--- src/rtl/decode_pkg.sv ---
// Shared opcode/funct encodings, ALU operation codes and the decoded control bundle.
// The out_illegal field exists only when DECODE_ILLEGAL_EN is defined.
package decode_pkg;

  localparam logic [5:0] OP_RTYPE = 6'h00;
  localparam logic [5:0] OP_ADDI  = 6'h08;
  localparam logic [5:0] OP_LOAD  = 6'h20;
  localparam logic [5:0] OP_STORE = 6'h30;
  localparam logic [5:0] OP_BEQ   = 6'h04;
  localparam logic [5:0] OP_JMP   = 6'h02;

  localparam logic [5:0] FN_ADD = 6'h20;
  localparam logic [5:0] FN_SUB = 6'h22;
  localparam logic [5:0] FN_AND = 6'h24;
  localparam logic [5:0] FN_OR  = 6'h25;
  localparam logic [5:0] FN_SLT = 6'h2A;
  localparam logic [5:0] FN_NOP = 6'h00;

  localparam logic [2:0] ALU_OP_NONE = 3'd0;
  localparam logic [2:0] ALU_OP_ADD  = 3'd1;
  localparam logic [2:0] ALU_OP_SUB  = 3'd2;
  localparam logic [2:0] ALU_OP_AND  = 3'd3;
  localparam logic [2:0] ALU_OP_OR   = 3'd4;
  localparam logic [2:0] ALU_OP_SLT  = 3'd5;
  localparam logic [2:0] ALU_OP_BEQ  = 3'd6;

  // Width-independent control fields; register ids, PC and addr_info live beside it.
  typedef struct packed {
    logic [2:0] alu_op;
    logic       wb_en;
    logic       mem_read;
    logic       mem_write;
    logic       itype;
    logic       is_branch;
    logic       is_jump;
`ifdef DECODE_ILLEGAL_EN
    logic       illegal;
`endif
  } ctrl_t;

  localparam ctrl_t CTRL_NONE = '0;

endpackage

--- src/rtl/decode_comb.sv ---
// Purely combinational instruction decoder: instruction word -> control bundle,
// register ids and source-usage flags. Illegal flagging only under DECODE_ILLEGAL_EN.
module decode_comb
  import decode_pkg::*;
#(
  parameter int INSN_W      = 32,
  parameter int REG_AW      = 5,
  parameter int ADDR_INFO_W = 26
) (
  input  logic [INSN_W-1:0]      insn_i,
  output ctrl_t                  ctrl_o,
  output logic [REG_AW-1:0]      rs_o,
  output logic [REG_AW-1:0]      rt_o,
  output logic [REG_AW-1:0]      write_reg_o,
  output logic [ADDR_INFO_W-1:0] addr_info_o,
  output logic                   uses_rs_o,
  output logic                   uses_rt_o
);

  logic [5:0]        opcode;
  logic [5:0]        funct;
  logic [REG_AW-1:0] rd;

  assign opcode      = insn_i[INSN_W-1 -: 6];
  assign funct       = insn_i[5:0];
  assign rs_o        = insn_i[21 +: REG_AW];
  assign rt_o        = insn_i[16 +: REG_AW];
  assign rd          = insn_i[11 +: REG_AW];
  assign addr_info_o = insn_i[ADDR_INFO_W-1:0];

  // Unknown encodings fall through with every control bit cleared, so nothing is ever X.
  always_comb begin
    ctrl_o      = CTRL_NONE;
    write_reg_o = rt_o;
    uses_rs_o   = 1'b0;
    uses_rt_o   = 1'b0;
    case (opcode)
      OP_RTYPE: begin
        write_reg_o  = rd;
        uses_rs_o    = 1'b1;
        uses_rt_o    = 1'b1;
        ctrl_o.wb_en = 1'b1;
        case (funct)
          FN_ADD: ctrl_o.alu_op = ALU_OP_ADD;
          FN_SUB: ctrl_o.alu_op = ALU_OP_SUB;
          FN_AND: ctrl_o.alu_op = ALU_OP_AND;
          FN_OR:  ctrl_o.alu_op = ALU_OP_OR;
          FN_SLT: ctrl_o.alu_op = ALU_OP_SLT;
          FN_NOP: ctrl_o.wb_en  = 1'b0;
          default: begin
            ctrl_o.wb_en = 1'b0;
            uses_rs_o    = 1'b0;
            uses_rt_o    = 1'b0;
`ifdef DECODE_ILLEGAL_EN
            ctrl_o.illegal = 1'b1;
`endif
          end
        endcase
      end
      OP_ADDI: begin
        ctrl_o.alu_op = ALU_OP_ADD;
        ctrl_o.itype  = 1'b1;
        ctrl_o.wb_en  = 1'b1;
        uses_rs_o     = 1'b1;
      end
      OP_LOAD: begin
        ctrl_o.alu_op   = ALU_OP_ADD;
        ctrl_o.itype    = 1'b1;
        ctrl_o.mem_read = 1'b1;
        ctrl_o.wb_en    = 1'b1;
        uses_rs_o       = 1'b1;
      end
      OP_STORE: begin
        ctrl_o.alu_op    = ALU_OP_ADD;
        ctrl_o.itype     = 1'b1;
        ctrl_o.mem_write = 1'b1;
        uses_rs_o        = 1'b1;
        uses_rt_o        = 1'b1;
      end
      OP_BEQ: begin
        ctrl_o.alu_op    = ALU_OP_BEQ;
        ctrl_o.is_branch = 1'b1;
        uses_rs_o        = 1'b1;
        uses_rt_o        = 1'b1;
      end
      OP_JMP: ctrl_o.is_jump = 1'b1;
      default: begin
`ifdef DECODE_ILLEGAL_EN
        ctrl_o.illegal = 1'b1;
`endif
      end
    endcase
    if (write_reg_o == '0) ctrl_o.wb_en = 1'b0;
  end

endmodule

--- src/rtl/decode_stage.sv ---
// Registered IF/ID -> ID/EX decode stage with valid/ready handshake, flush and
// single-bubble load-use stall. DECODE_ILLEGAL_EN enables the registered out_illegal flag.
module decode_stage
  import decode_pkg::*;
#(
  parameter int INSN_W      = 32,
  parameter int REG_AW      = 5,
  parameter int ADDR_INFO_W = 26,
  parameter int PC_W        = 32
) (
  input  logic                   clk,
  input  logic                   rst_n,
  input  logic                   in_valid,
  output logic                   in_ready,
  input  logic [INSN_W-1:0]      in_insn,
  input  logic [PC_W-1:0]        in_pc,
  input  logic                   flush,
  output logic                   out_valid,
  input  logic                   out_ready,
  output logic [PC_W-1:0]        out_pc,
  output logic [2:0]             out_alu_op,
  output logic [REG_AW-1:0]      out_rs,
  output logic [REG_AW-1:0]      out_rt,
  output logic [REG_AW-1:0]      out_write_reg,
  output logic                   out_wb_en,
  output logic                   out_mem_read,
  output logic                   out_mem_write,
  output logic                   out_itype,
  output logic                   out_is_branch,
  output logic                   out_is_jump,
  output logic [ADDR_INFO_W-1:0] out_addr_info,
  output logic                   out_illegal,
  output logic                   stall
);

  ctrl_t                  dec_ctrl;
  logic [REG_AW-1:0]      dec_rs, dec_rt, dec_wr;
  logic [ADDR_INFO_W-1:0] dec_addr;
  logic                   dec_uses_rs, dec_uses_rt;

  decode_comb #(
    .INSN_W      (INSN_W),
    .REG_AW      (REG_AW),
    .ADDR_INFO_W (ADDR_INFO_W)
  ) u_decode (
    .insn_i      (in_insn),
    .ctrl_o      (dec_ctrl),
    .rs_o        (dec_rs),
    .rt_o        (dec_rt),
    .write_reg_o (dec_wr),
    .addr_info_o (dec_addr),
    .uses_rs_o   (dec_uses_rs),
    .uses_rt_o   (dec_uses_rt)
  );

  logic                   valid_q, valid_d;
  ctrl_t                  ctrl_q, ctrl_d;
  logic [REG_AW-1:0]      rs_q, rs_d, rt_q, rt_d, wr_q, wr_d;
  logic [ADDR_INFO_W-1:0] addr_q, addr_d;
  logic [PC_W-1:0]        pc_q, pc_d;
  logic                   hazard, load;

  // A LOAD sitting in the output register whose destination feeds the incoming instruction.
  assign hazard = valid_q && ctrl_q.mem_read && (wr_q != '0) && in_valid &&
                  ((dec_uses_rs && (dec_rs == wr_q)) || (dec_uses_rt && (dec_rt == wr_q)));
  assign in_ready = flush || ((!valid_q || out_ready) && !hazard);
  assign load     = in_valid && in_ready && !flush;
  assign stall    = hazard;

  always_comb begin
    valid_d = valid_q;
    ctrl_d  = ctrl_q;
    rs_d    = rs_q;
    rt_d    = rt_q;
    wr_d    = wr_q;
    addr_d  = addr_q;
    pc_d    = pc_q;
    if (flush) begin
      valid_d = 1'b0;
    end else if (load) begin
      valid_d = 1'b1;
      ctrl_d  = dec_ctrl;
      rs_d    = dec_rs;
      rt_d    = dec_rt;
      wr_d    = dec_wr;
      addr_d  = dec_addr;
      pc_d    = in_pc;
    end else if (out_ready) begin
      valid_d = 1'b0;
    end
  end

  always_ff @(posedge clk or negedge rst_n) begin
    if (!rst_n) begin
      valid_q <= 1'b0;
      ctrl_q  <= CTRL_NONE;
      rs_q    <= '0;
      rt_q    <= '0;
      wr_q    <= '0;
      addr_q  <= '0;
      pc_q    <= '0;
    end else begin
      valid_q <= valid_d;
      ctrl_q  <= ctrl_d;
      rs_q    <= rs_d;
      rt_q    <= rt_d;
      wr_q    <= wr_d;
      addr_q  <= addr_d;
      pc_q    <= pc_d;
    end
  end

  assign out_valid     = valid_q;
  assign out_pc        = pc_q;
  assign out_alu_op    = ctrl_q.alu_op;
  assign out_rs        = rs_q;
  assign out_rt        = rt_q;
  assign out_write_reg = wr_q;
  assign out_wb_en     = ctrl_q.wb_en;
  assign out_mem_read  = ctrl_q.mem_read;
  assign out_mem_write = ctrl_q.mem_write;
  assign out_itype     = ctrl_q.itype;
  assign out_is_branch = ctrl_q.is_branch;
  assign out_is_jump   = ctrl_q.is_jump;
  assign out_addr_info = addr_q;
`ifdef DECODE_ILLEGAL_EN
  assign out_illegal   = ctrl_q.illegal;
`else
  assign out_illegal   = 1'b0;
`endif

endmodule

--- config.mk ---
export PLATFORM = sky130hd
export DESIGN_NAME = decode_stage
export DESIGN_NICKNAME = d
export VERILOG_FILES = /design/src/rtl/decode_pkg.sv /design/src/rtl/decode_comb.sv /design/src/rtl/decode_stage.sv
export SDC_FILE = /design/constraint.sdc
export NUM_CORES = 1
export LEC_CHECK = 0
export CAP_MARGIN = 0
export CORE_MARGIN = 2
export CORE_UTILIZATION = 35
export DETAILED_ROUTE_END_ITERATION = 10
export PLACE_DENSITY = 0.69
export SETUP_SLACK_MARGIN = 0.3
export SYNTH_ARGS = -nofsm -noshare
export SYNTH_HDL_FRONTEND = slang
export SYNTH_SLANG_ARGS = --single-unit
--- constraint.sdc ---
create_clock -name clk -period 3 [get_ports clk]
set_input_delay 0.9 -clock clk [delete_from_list [all_inputs] [get_ports clk]]
set_output_delay 0.9 -clock clk [all_outputs]
set_load 0.05 [all_outputs]
-- Yosys cells after proc, flatten, opt, wreduce, memory -nomap -nowiden
Index checks and enable logic that the tools add are counted.
- flip-flop bits (word level): 83
- output and inout port bits: 86
- bits in writable memories: 0
- memories kept: 0
- bits in latches: 0
- bits in read-only memories: 0
- add/sub/neg operators: 0
- reduce and logical (&&, ||, !) cells: 27
- bitwise logic cells: 1
- divide/modulo/power cells: 0
- multipliers: 0
- order comparisons: 0
- shift operators: 0
- mux-type cells: 17
- equality and inequality tests: 12
- operators with widths (kind ; number):
    6-bit equality test, second input constant ; 7
    3-bit case mux with 5 select lines ; 1
    6-bit zero test ; 2
    1-bit 2-to-1 mux ; 11
    5-bit equality test ; 2
    1-bit logical AND ; 9
    3-bit case mux with 3 select lines ; 1
    6-bit by 2-bit equality test with 1-bit output, second input constant ; 1
    6-bit by 3-bit equality test with 1-bit output, second input constant ; 1
    6-bit by 4-bit equality test with 1-bit output, second input constant ; 1
    1-bit case mux with 2 select lines ; 3
    6-bit OR reduction ; 1
    5-bit zero test ; 1
    5-bit 2-to-1 mux ; 1
    5-bit nonzero test ; 1
    5-bit OR reduction ; 1
    2-bit OR reduction ; 2
    4-bit OR reduction ; 1
    1-bit zero test ; 3
    1-bit logical OR ; 3
    3-bit nonzero test ; 1
    3-bit OR reduction ; 1
    2-bit AND reduction ; 1
    1-bit NOT ; 1

-- Depth between registers and ports, before layout
Gate-level depths: netlist of run 1.
- depth after elaboration: 14
- gate-level depth with buffers: 7
- gate-level depth less buffers: 6

-- Modules after synthesis
From an unflattened synthesis of run 1, not the netlist that was laid out.
- cells, all modules: 294
- area, all modules: 4366.7 µm²
- modules (own cells, without submodules) (module ; seq. area each (µm²) ; area each (µm²) ; cells an instance ; instances):
    decode_stage ; 2077.0 ; 3674.8 ; 200 ; 1
    decode_comb ; 0.0 ; 691.9 ; 94 ; 1

-- Least setup slack after synthesis of run 1
No wires, ideal clock.
- path type: reg2out
- from: reg wr_q[1], in the netlist out_write_reg[1]
- to: out in_ready
- arrival time: 2.202 ns
- path slack: -0.102 ns
- required time: 2.100 ns
- cell stages (with the launch flop): 7
- cell sequence: dfrtp_1 -> or4_1 -> o21bai_2 -> nor4b_1 -> and4_1 -> a21oi_1 -> a21o_1
- word-level cells in the longest chain between the ends: 7
- elaborated cells between the ends (all ways): 12
- those cells by class: 2 x eq/ne; 10 x reduce/logical
- ends and longest elaborated chain (element ; RTL line ; text):
    start, declared ; decode_stage.sv:58 ; logic [REG_AW-1:0] rs_q, rs_d, rt_q, rt_d, wr_q, wr_d;
    start signal, assigned ; decode_stage.sv:107 ; wr_q <= wr_d;
    5-bit equality test / 5-bit nonzero test (equally long branches) ; decode_stage.sv:65, decode_stage.sv:64 ;
    1-bit logical AND (on tied branches) ; decode_stage.sv:65, decode_stage.sv:64 ;
    1-bit logical OR / 1-bit logical AND (equally long branches) ; decode_stage.sv:65, decode_stage.sv:64 ;
    1-bit logical AND (*) ; decode_stage.sv:64 ; assign hazard = valid_q && ctrl_q.mem_read && (wr_q != '0) && in_valid &&
    1-bit zero test (*) ; decode_stage.sv:66 ; assign in_ready = flush || ((!valid_q || out_ready) && !hazard);
    1-bit logical AND (*) ; decode_stage.sv:66 ;
    1-bit logical OR (*) ; decode_stage.sv:66 ;
    end, declared ; decode_stage.sv:14 ; output logic in_ready,
Mark *: on every way between the ends. The rest lies on a longest branch, timed or not.

-- Final worst setup path of run 1
- from: in in_insn[3]
- to: out in_ready
- word-level cells in the longest chain between the ends: 10
- elaborated cells between the ends (all ways): 17
- those cells by class: 5 x eq/ne; 3 x mux; 9 x reduce/logical
- ends and longest elaborated chain (element ; RTL line ; text):
    start, declared ; decode_stage.sv:15 ; input logic [INSN_W-1:0] in_insn,
    6-bit equality test / 6-bit zero test (equally long branches) ; decode_comb.sv:43 ; case (funct)
    6-bit OR reduction (no line) (*) ; -- ;
    1-bit 2-to-1 mux (*) ; decode_comb.sv:43 ;
    1-bit case mux with 2 select lines ; decode_comb.sv:37 ; case (opcode)
    1-bit logical AND ; decode_stage.sv:65 ; ((dec_uses_rs && (dec_rs == wr_q)) || (dec_uses_rt && (dec_rt == wr_q)));
    1-bit logical OR (*) ; decode_stage.sv:65 ;
    1-bit logical AND (*) ; decode_stage.sv:64 ;
    1-bit zero test (*) ; decode_stage.sv:66 ;
    1-bit logical AND (*) ; decode_stage.sv:66 ;
    1-bit logical OR (*) ; decode_stage.sv:66 ;
Marked as above.

==> metrics.md, run 1 <==
| Metric | Value |
|---|---|
| Grt total ovfl | 0 |
| Post-place setup slack | -0.642 ns |
| Synthesized flop and latch total | 73 |
| Die height | 104 um |
| Switching pwr | 1.46 mW |
| RSZ-0062 raised after global routing | yes |
| Post-synth top area cell | dfrtp_1 |
| Worst path cell trace | buf_6, nor2_4, a32oi_4, o31ai_4, and4_1, a21oi_2, a21o_4, buf_12 |
| Gpl congestion | 0.738 |
| Fmax | 321 MHz |
| Leak | 2.99 nW |
| CP Capture Type | output pin |
| Initial core utilization | 0.358 |
| Tcrit/Tclk final | 1.04 |
| Hold Fails Final Rpt | 0 |
| Remaining antenna violation count | 0 |
| Mapped cell area | 3490 um2 |
| Complex-gate fraction of the synthesized area | 0.0420 |
| Initial DRC count | 92 |
| Setup CP Type | input pin to output pin |
| Max clock buf depth | 2 |
| Post-synthesis cell count | 248 |
| Clock network power share | 0.213 |
| Status | finished, violations left |
| Worst path arrival time | 2.22 ns |
| Final wirelength | 11000 um |
| Synth top cells by count | dfrtp_1, mux2_1, mux2_4 |
| Port Buffers | 153 |
| Critical path startpoint | in_insn[3] |
| Min cycle time layout | 3.12 ns |
| Combinational Power Share | 0.455 |
| Violated checks | negative setup slack |
| Yosys top cell area share | 0.524 |
| Chip width | 104 um |
| Flop pwr share | 0.332 |
| Synth Area in Adders | 0 |
| Post-route insts no fill | 601 |
| XOR/XNOR Fraction of Synth Area | 0.0276 |
| Netlist cell types | 42 |
| Final net count | 532 |
| Vias in the first global route | 2886 |
| Synth Net Count | 317 |
| Power, Total | 3.75 mW |
| Via count | 2907 |
| Synthesis warning total | 0 |
| Slew Limit Headroom | 0.631 |
| Util after Layout | 0.662 |
| Drt first pass iters | 4 |
| Setup slack after layout | -0.116 ns |
| RR Startpoint | out_write_reg[2] |
| Largest net degree at the start of global routing | 39 |
| Fill cell count | 703 |
| # H-tree levels | 3 |
| Worst-path clk slew | 0.08 ns |
| DRC viols | 0 |
| Clk_lat worst skew | 0.35 ns |
| Row cnt | 36 |
| Die Footprint | 10800 um2 |
| Worst VDD drop | 0.359 mV |
| Tightest Pin Transition | 0.552 ns |
| Simple logic cell fraction of the synthesized area | 0.0804 |
| CTS tree | done |
| DR WL/cell | 18.3 um |
| Antenna fix cells | 0 |
| WP data required | 2.10 ns |
| Max FO, Critical Path | 2 |
| Internal | 2.29 mW |
| CP top delay family | compound AO/OA/AOI/OAI gates |
| CTS Buf Count | 9 |
| RR Endpoint | out_addr_info[3] |
| Most frequent cell after synthesis | dfrtp_1 |
| Switching part of the total | 0.389 |
| Startpoint type of the worst setup path | input pin |
| Min-Delay Path Class | input pin to async pin |
| Synthesis-to-finish area growth | 84.6% |
| Final hold slack | 0.503 ns |
| Crit path buf inv count | 2 |
| Worst r2r path cells | 15 |
| CP peak stage delay | 0.28 ns |
| Maxcap violations | 0 |
| Synth Flop Type | dfrtp_1 |
| Fin. max-slew vios | 0 |
| Drt via density | 4.84 |
| Initial antenna violation count | 0 |
| Clock Sinks | 73 |
| First-pass GRT wire length | 15000 um |
| Largest family of logic cells by synthesized area | multiplexers |
| All-layer global routing usage | 0.174 |
| Top cells by area, synth | dfrtp_1, mux2_4, mux2_1 |
| Max reg flops | 32 |
| Root Buffer | clkbuf_8 |
| Placed Cells | 552 |
| Core Area | 9730 um2 |
| Share of layout cells above drive strength 1 | 0.472 |
| Worst path slowest cell | o31ai_4 |
| Final setup violation count | 2 |
| Detailed-placement wirelength estimate | 6460 um |
| Async SR Flop Fraction | 1.00 |
| Multiplexer area fraction after synthesis | 0.275 |
| R2R setup slack | 0.16 ns |
| Post-synth EDFFs | 0 |
| Mean Syn Cell Area | 14.1 um2 |
| Register area share after synthesis | 0.524 |
| Pwr dens | 582 nW/um2 |
| Final clock skew | 0.0117 ns |
| Num ports | 155 |
[worst max-delay path by stage]
stage	end	slack (ns)	cells after the start
after floorplan	in_ready	0.16	6
after global placement	in_ready	-0.60	8
after detailed placement	in_ready	-0.64	8
after CTS	in_ready	-0.11	8
after global routing	in_ready	-0.17	7
final	in_ready	-0.12	8
[metal layers]
layer  vias up  track usage  share of wire
met4         0       0.0483          0.013
met2       126        0.287           0.49
li1       1317            -              -
met5         -            0              0
met3        16       0.0485          0.055
met1      1448        0.224           0.44
[layout by cell type, fill, tap and decap left out, drive strengths merged, types with 2 or more instances in the layout]
| cell type | count |
|---|---|
| clkdlybuf4s50 | 126 |
| buf | 84 |
| dfrtp | 73 |
| mux2 | 72 |
| clkbuf | 17 |
| xnor2 | 9 |
| nor2 | 7 |
| nand3 | 6 |
| nor2b | 6 |
| inv | 5 |
| nor3 | 5 |
| nand2 | 5 |
| mux2i | 4 |
| nand4 | 3 |
| clkinv | 3 |
| nand2b | 3 |
| a21oi | 3 |
| o21ai | 3 |
| nor4b | 2 |
| nor3b | 2 |
| clkdlybuf4s15 | 2 |
| dlygate4sd2 | 2 |
| or4 | 2 |
| xor2 | 2 |
| a32oi | 2 |
| o31ai | 2 |
[metrics by stage]
stage / setup TNS (ns) / cell area [um2]
2_1_floorplan: 0 / 3540
3_3_place_gp: -17.43 / 5410
3_5_place_dp: -17.71 / 5410
4_1_cts: -0.107 / 5860
5_1_grt: -0.277 / 6440
6_report: -0.154 / 6440
[kinds of logic after synthesis]
| kind of cell | after synthesis |
|---|---|
| buffers and inverters | 22 |
| other | 1 |
| muxes | 76 |
| DFF | 73 |
| AOI/OAI and AO/OA | 19 |
| xor gates and xnor gates | 11 |
| and+or+nand+nor | 46 |
[power by group through the flow]
| stage | Clock, mW | Combinational, mW | Sequential (mW) |
|---|---|---|---|
| 2_1_floorplan | 0 | 0.383 | 1.79 |
| 3_3_place_gp | 0 | 1.46 | 1.26 |
| 3_5_place_dp | 0 | 1.47 | 1.26 |
| 4_1_cts | 0.810 | 1.52 | 1.24 |
| 5_1_grt | 0.860 | 1.76 | 1.27 |
| 6_report | 0.798 | 1.71 | 1.25 |
[cell type report]
| cell class | instances | area [um2] | area share |
|---|---|---|---|
| timing repair buffer | 221 | 2280 | 0.354 |
| multi-input combinational | 154 | 1950 | 0.303 |
| inverter | 4 | 15.0 | 0.00233 |
| sequential | 73 | 1830 | 0.284 |
| tap | 133 | 166 | 0.0259 |
| clock inverter | 5 | 53.8 | 0.00836 |
| clock buffer | 11 | 141 | 0.0220 |
[worst register-to-register path: cells and delay by family, from the launching register on]
| kind | cells | cell delay (ns) |
|---|---|---|
| buf+inv | 9 | 1.13 |
| simple gates | 4 | 0.69 |
| flops | 1 | 0.42 |
| mux | 1 | 0.31 |
| xor+xnor | 1 | 0.18 |
[what timing repair did]
item,CTS,global route
resized for setup,137,71
setup buffers,12,12
setup endpoints to repair,74,66
gates cloned,0,9
hold buffers,0,0
pin swaps,31,8
(Power assumes the default switching activity.)
==> inputs of run 2 (changes only) <==
--- a/config.mk
+++ b/config.mk
@@ -5,7 +5,7 @@
 export SDC_FILE = /design/constraint.sdc
 export NUM_CORES = 1
 export LEC_CHECK = 0
-export CAP_MARGIN = 0
+export CAP_MARGIN = 20
 export CORE_MARGIN = 2
 export CORE_UTILIZATION = 35
 export DETAILED_ROUTE_END_ITERATION = 10
==> results of run 2 <==
The final DEF is identical to that of run 1; final timing and power are the same.
==> inputs of run 3 (changes only) <==
==> constraint.sdc (replaced) <==
create_clock -name clk -period 3.9 [get_ports clk]
set_input_delay 1.17 -clock clk [delete_from_list [all_inputs] [get_ports clk]]
set_output_delay 1.17 -clock clk [all_outputs]
set_load 0.05 [all_outputs]
==> run 3 against run 2 <==
The flow now finishes without violations. Sequential cell count unchanged. Design area decreased by 10%. Clock skew increased by 0.0013 ns. Combinational power decreased by 33%. Total power decreased by 28%. Utilization decreased by 6.6 points. Clock power decreased by 26%. Global-route usage about the same. Via count decreased by 6.4%. Worst hold slack got worse by 0.012 ns. Setup slack improved by 0.29 ns. Critical path type unchanged. Largest cell class unchanged.
==> metrics.md, run 3 (synthesis results as in run 1) <==
| Metric | Value |
|---|---|
| Share of layout cells above drive strength 1 | 0.322 |
| Pwr dens | 465 nW/um2 |
| Row cnt | 36 |
| Worst path arrival time | 2.56 ns |
| Fin. max-slew vios | 0 |
| Worst VDD drop | 0.242 mV |
| Detailed-placement wirelength estimate | 6400 um |
| Met1 Wirelength | 4020 um |
| Max FO, Critical Path | 5 |
| Final net count | 512 |
| Met3 Routed Length | 596 um |
| Vias in the first global route | 3055 |
| Clk_lat worst skew | 0.34 ns |
| Setup CP Type | input pin to output pin |
| Initial core utilization | 0.358 |
| RSZ-0062 raised after global routing | yes |
| Tcrit/Tclk final | 0.956 |
| Worst path cell trace | buf_8, nand2b_4, a32oi_1, buf_4, o31ai_4, and4_1, a21oi_2, a21o_1, buf_12 |
| CP peak stage delay | 0.21 ns |
| Fmax | 268 MHz |
| Num ports | 155 |
| Most frequent cells in the layout | clkdlybuf4s50_1, dfrtp_1, buf_4 |
| Chip width | 104 um |
| Setup slack after layout | 0.172 ns |
| Via count | 2722 |
| Port Buffers | 153 |
| First-pass GRT wire length | 15100 um |
| Worst path slowest cell | and4_1 |
| Hold Fails Final Rpt | 0 |
| Commonest non-fill, non-tap cell in the layout | clkdlybuf4s50_1 |
| Drt via density | 4.69 |
| Gpl congestion | 0.746 |
| Remaining antenna violation count | 0 |
| Core Area | 9730 um2 |
| CP top delay family | compound AO/OA/AOI/OAI gates |
| Leak | 2.54 nW |
| Final wirelength | 9090 um |
| Fill cell count | 833 |
| Worst-path clk slew | 0.08 ns |
| DRC viols | 0 |
| CP Capture Type | output pin |
| Util after Layout | 0.595 |
| Grt total ovfl | 0 |
| Min-Delay Path Class | register to register |
| WP data required | 2.73 ns |
| Root Buffer | clkbuf_8 |
| Max clock buf depth | 2 |
| Cts hold-fix bufs | 0 |
| Largest net degree at the start of global routing | 74 |
| Die height | 104 um |
| Final setup violation count | 0 |
| CTS tree | done |
| Max reg flops | 32 |
| CTS Buf Count | 9 |
| DR WL/cell | 15.6 um |
| Status | completed |
| Final clock skew | 0.0130 ns |
| Initial DRC count | 36 |
| Min cycle time layout | 3.73 ns |
| Crit path buf inv count | 3 |
| Final TNS setup | 0 ns |
| Maxcap violations | 0 |
| # H-tree levels | 3 |
| Initial antenna violation count | 1 |
| Drt first pass iters | 4 |
| Post-place setup slack | -0.361 ns |
| Tightest Pin Transition | 0.941 ns |
| Met2 routed WL | 4380 um |
| Slew Limit Headroom | 0.373 |
| Final hold slack | 0.491 ns |
| Synthesis-to-finish area growth | 66.1% |
| Die Footprint | 10800 um2 |
| Clock Sinks | 73 |
| Max Used Layer | met4 |
| All-layer global routing usage | 0.174 |
| Startpoint type of the worst setup path | input pin |
-- run 3: cell types whose count changed in the layout (fill, tap and decap cells not counted), moves of 6 or more --
cell	change
mux2_4	-38
dlygate4sd2_1	+6
buf_12	-6
buf_6	-17
clkbuf_16	-6
mux2_1	+36
-- run 3: repair_timing --
action	in CTS	in global routing
setup endpoints to repair	2	53
resized for setup	93	14
setup buffers	11	3
pin swaps	21	14
-- run 3: path summary, 6_finish.rpt --
kind / from / to / slack, ns / depth (start not counted)
worst max register to register: out_write_reg[2] / out_alu_op[0] / 0.80 / 16
max in group asynchronous: rst_n / out_addr_info[7] / 2.31 / 1
worst max-delay path: in_insn[2] / in_ready / 0.17 / 9
worst min-delay path: out_pc[25] / out_pc[25] / 0.49 / 1
worst min register to register: out_pc[25] / out_pc[25] / 0.49 / 1
min in group asynchronous: rst_n / out_pc[16] / 0.96 / 1
-- run 3: cell type report --
cell class	instances	area, um2	area share
diodes	1	2.50	0.000432
inverters	4	15.0	0.00259
multi-input cells	153	1650	0.285
clock inverters	4	53.8	0.00929
repair buffers	202	1930	0.334
clock buffers	11	141	0.0244
well taps	133	166	0.0287
flip-flops and latches	73	1830	0.315
-- run 3: power by group --
group / switching (mW) / internal, mW
Sequential: 0.0852 / 0.874
Clock: 0.281 / 0.311
Combinational: 0.684 / 0.460
-- run 3: through the flow --
stage / area (um2) / power, mW / instances
after detailed placement: 5330 / 2.09 / 551
final: 5790 / 2.70 / 581
after global placement: 5330 / 2.08 / 551
after floorplan: 3490 / 1.67 / 248
after CTS: 5730 / 2.72 / 577
after global routing: 5790 / 2.81 / 580
-- run 3: per-layer routing --
metal,vias to the layer above,GRT usage
met3,11,0.0510
met1,1347,0.224
met2,97,0.284
met4,0,0.0512
met5,-,0
li1,1267,-
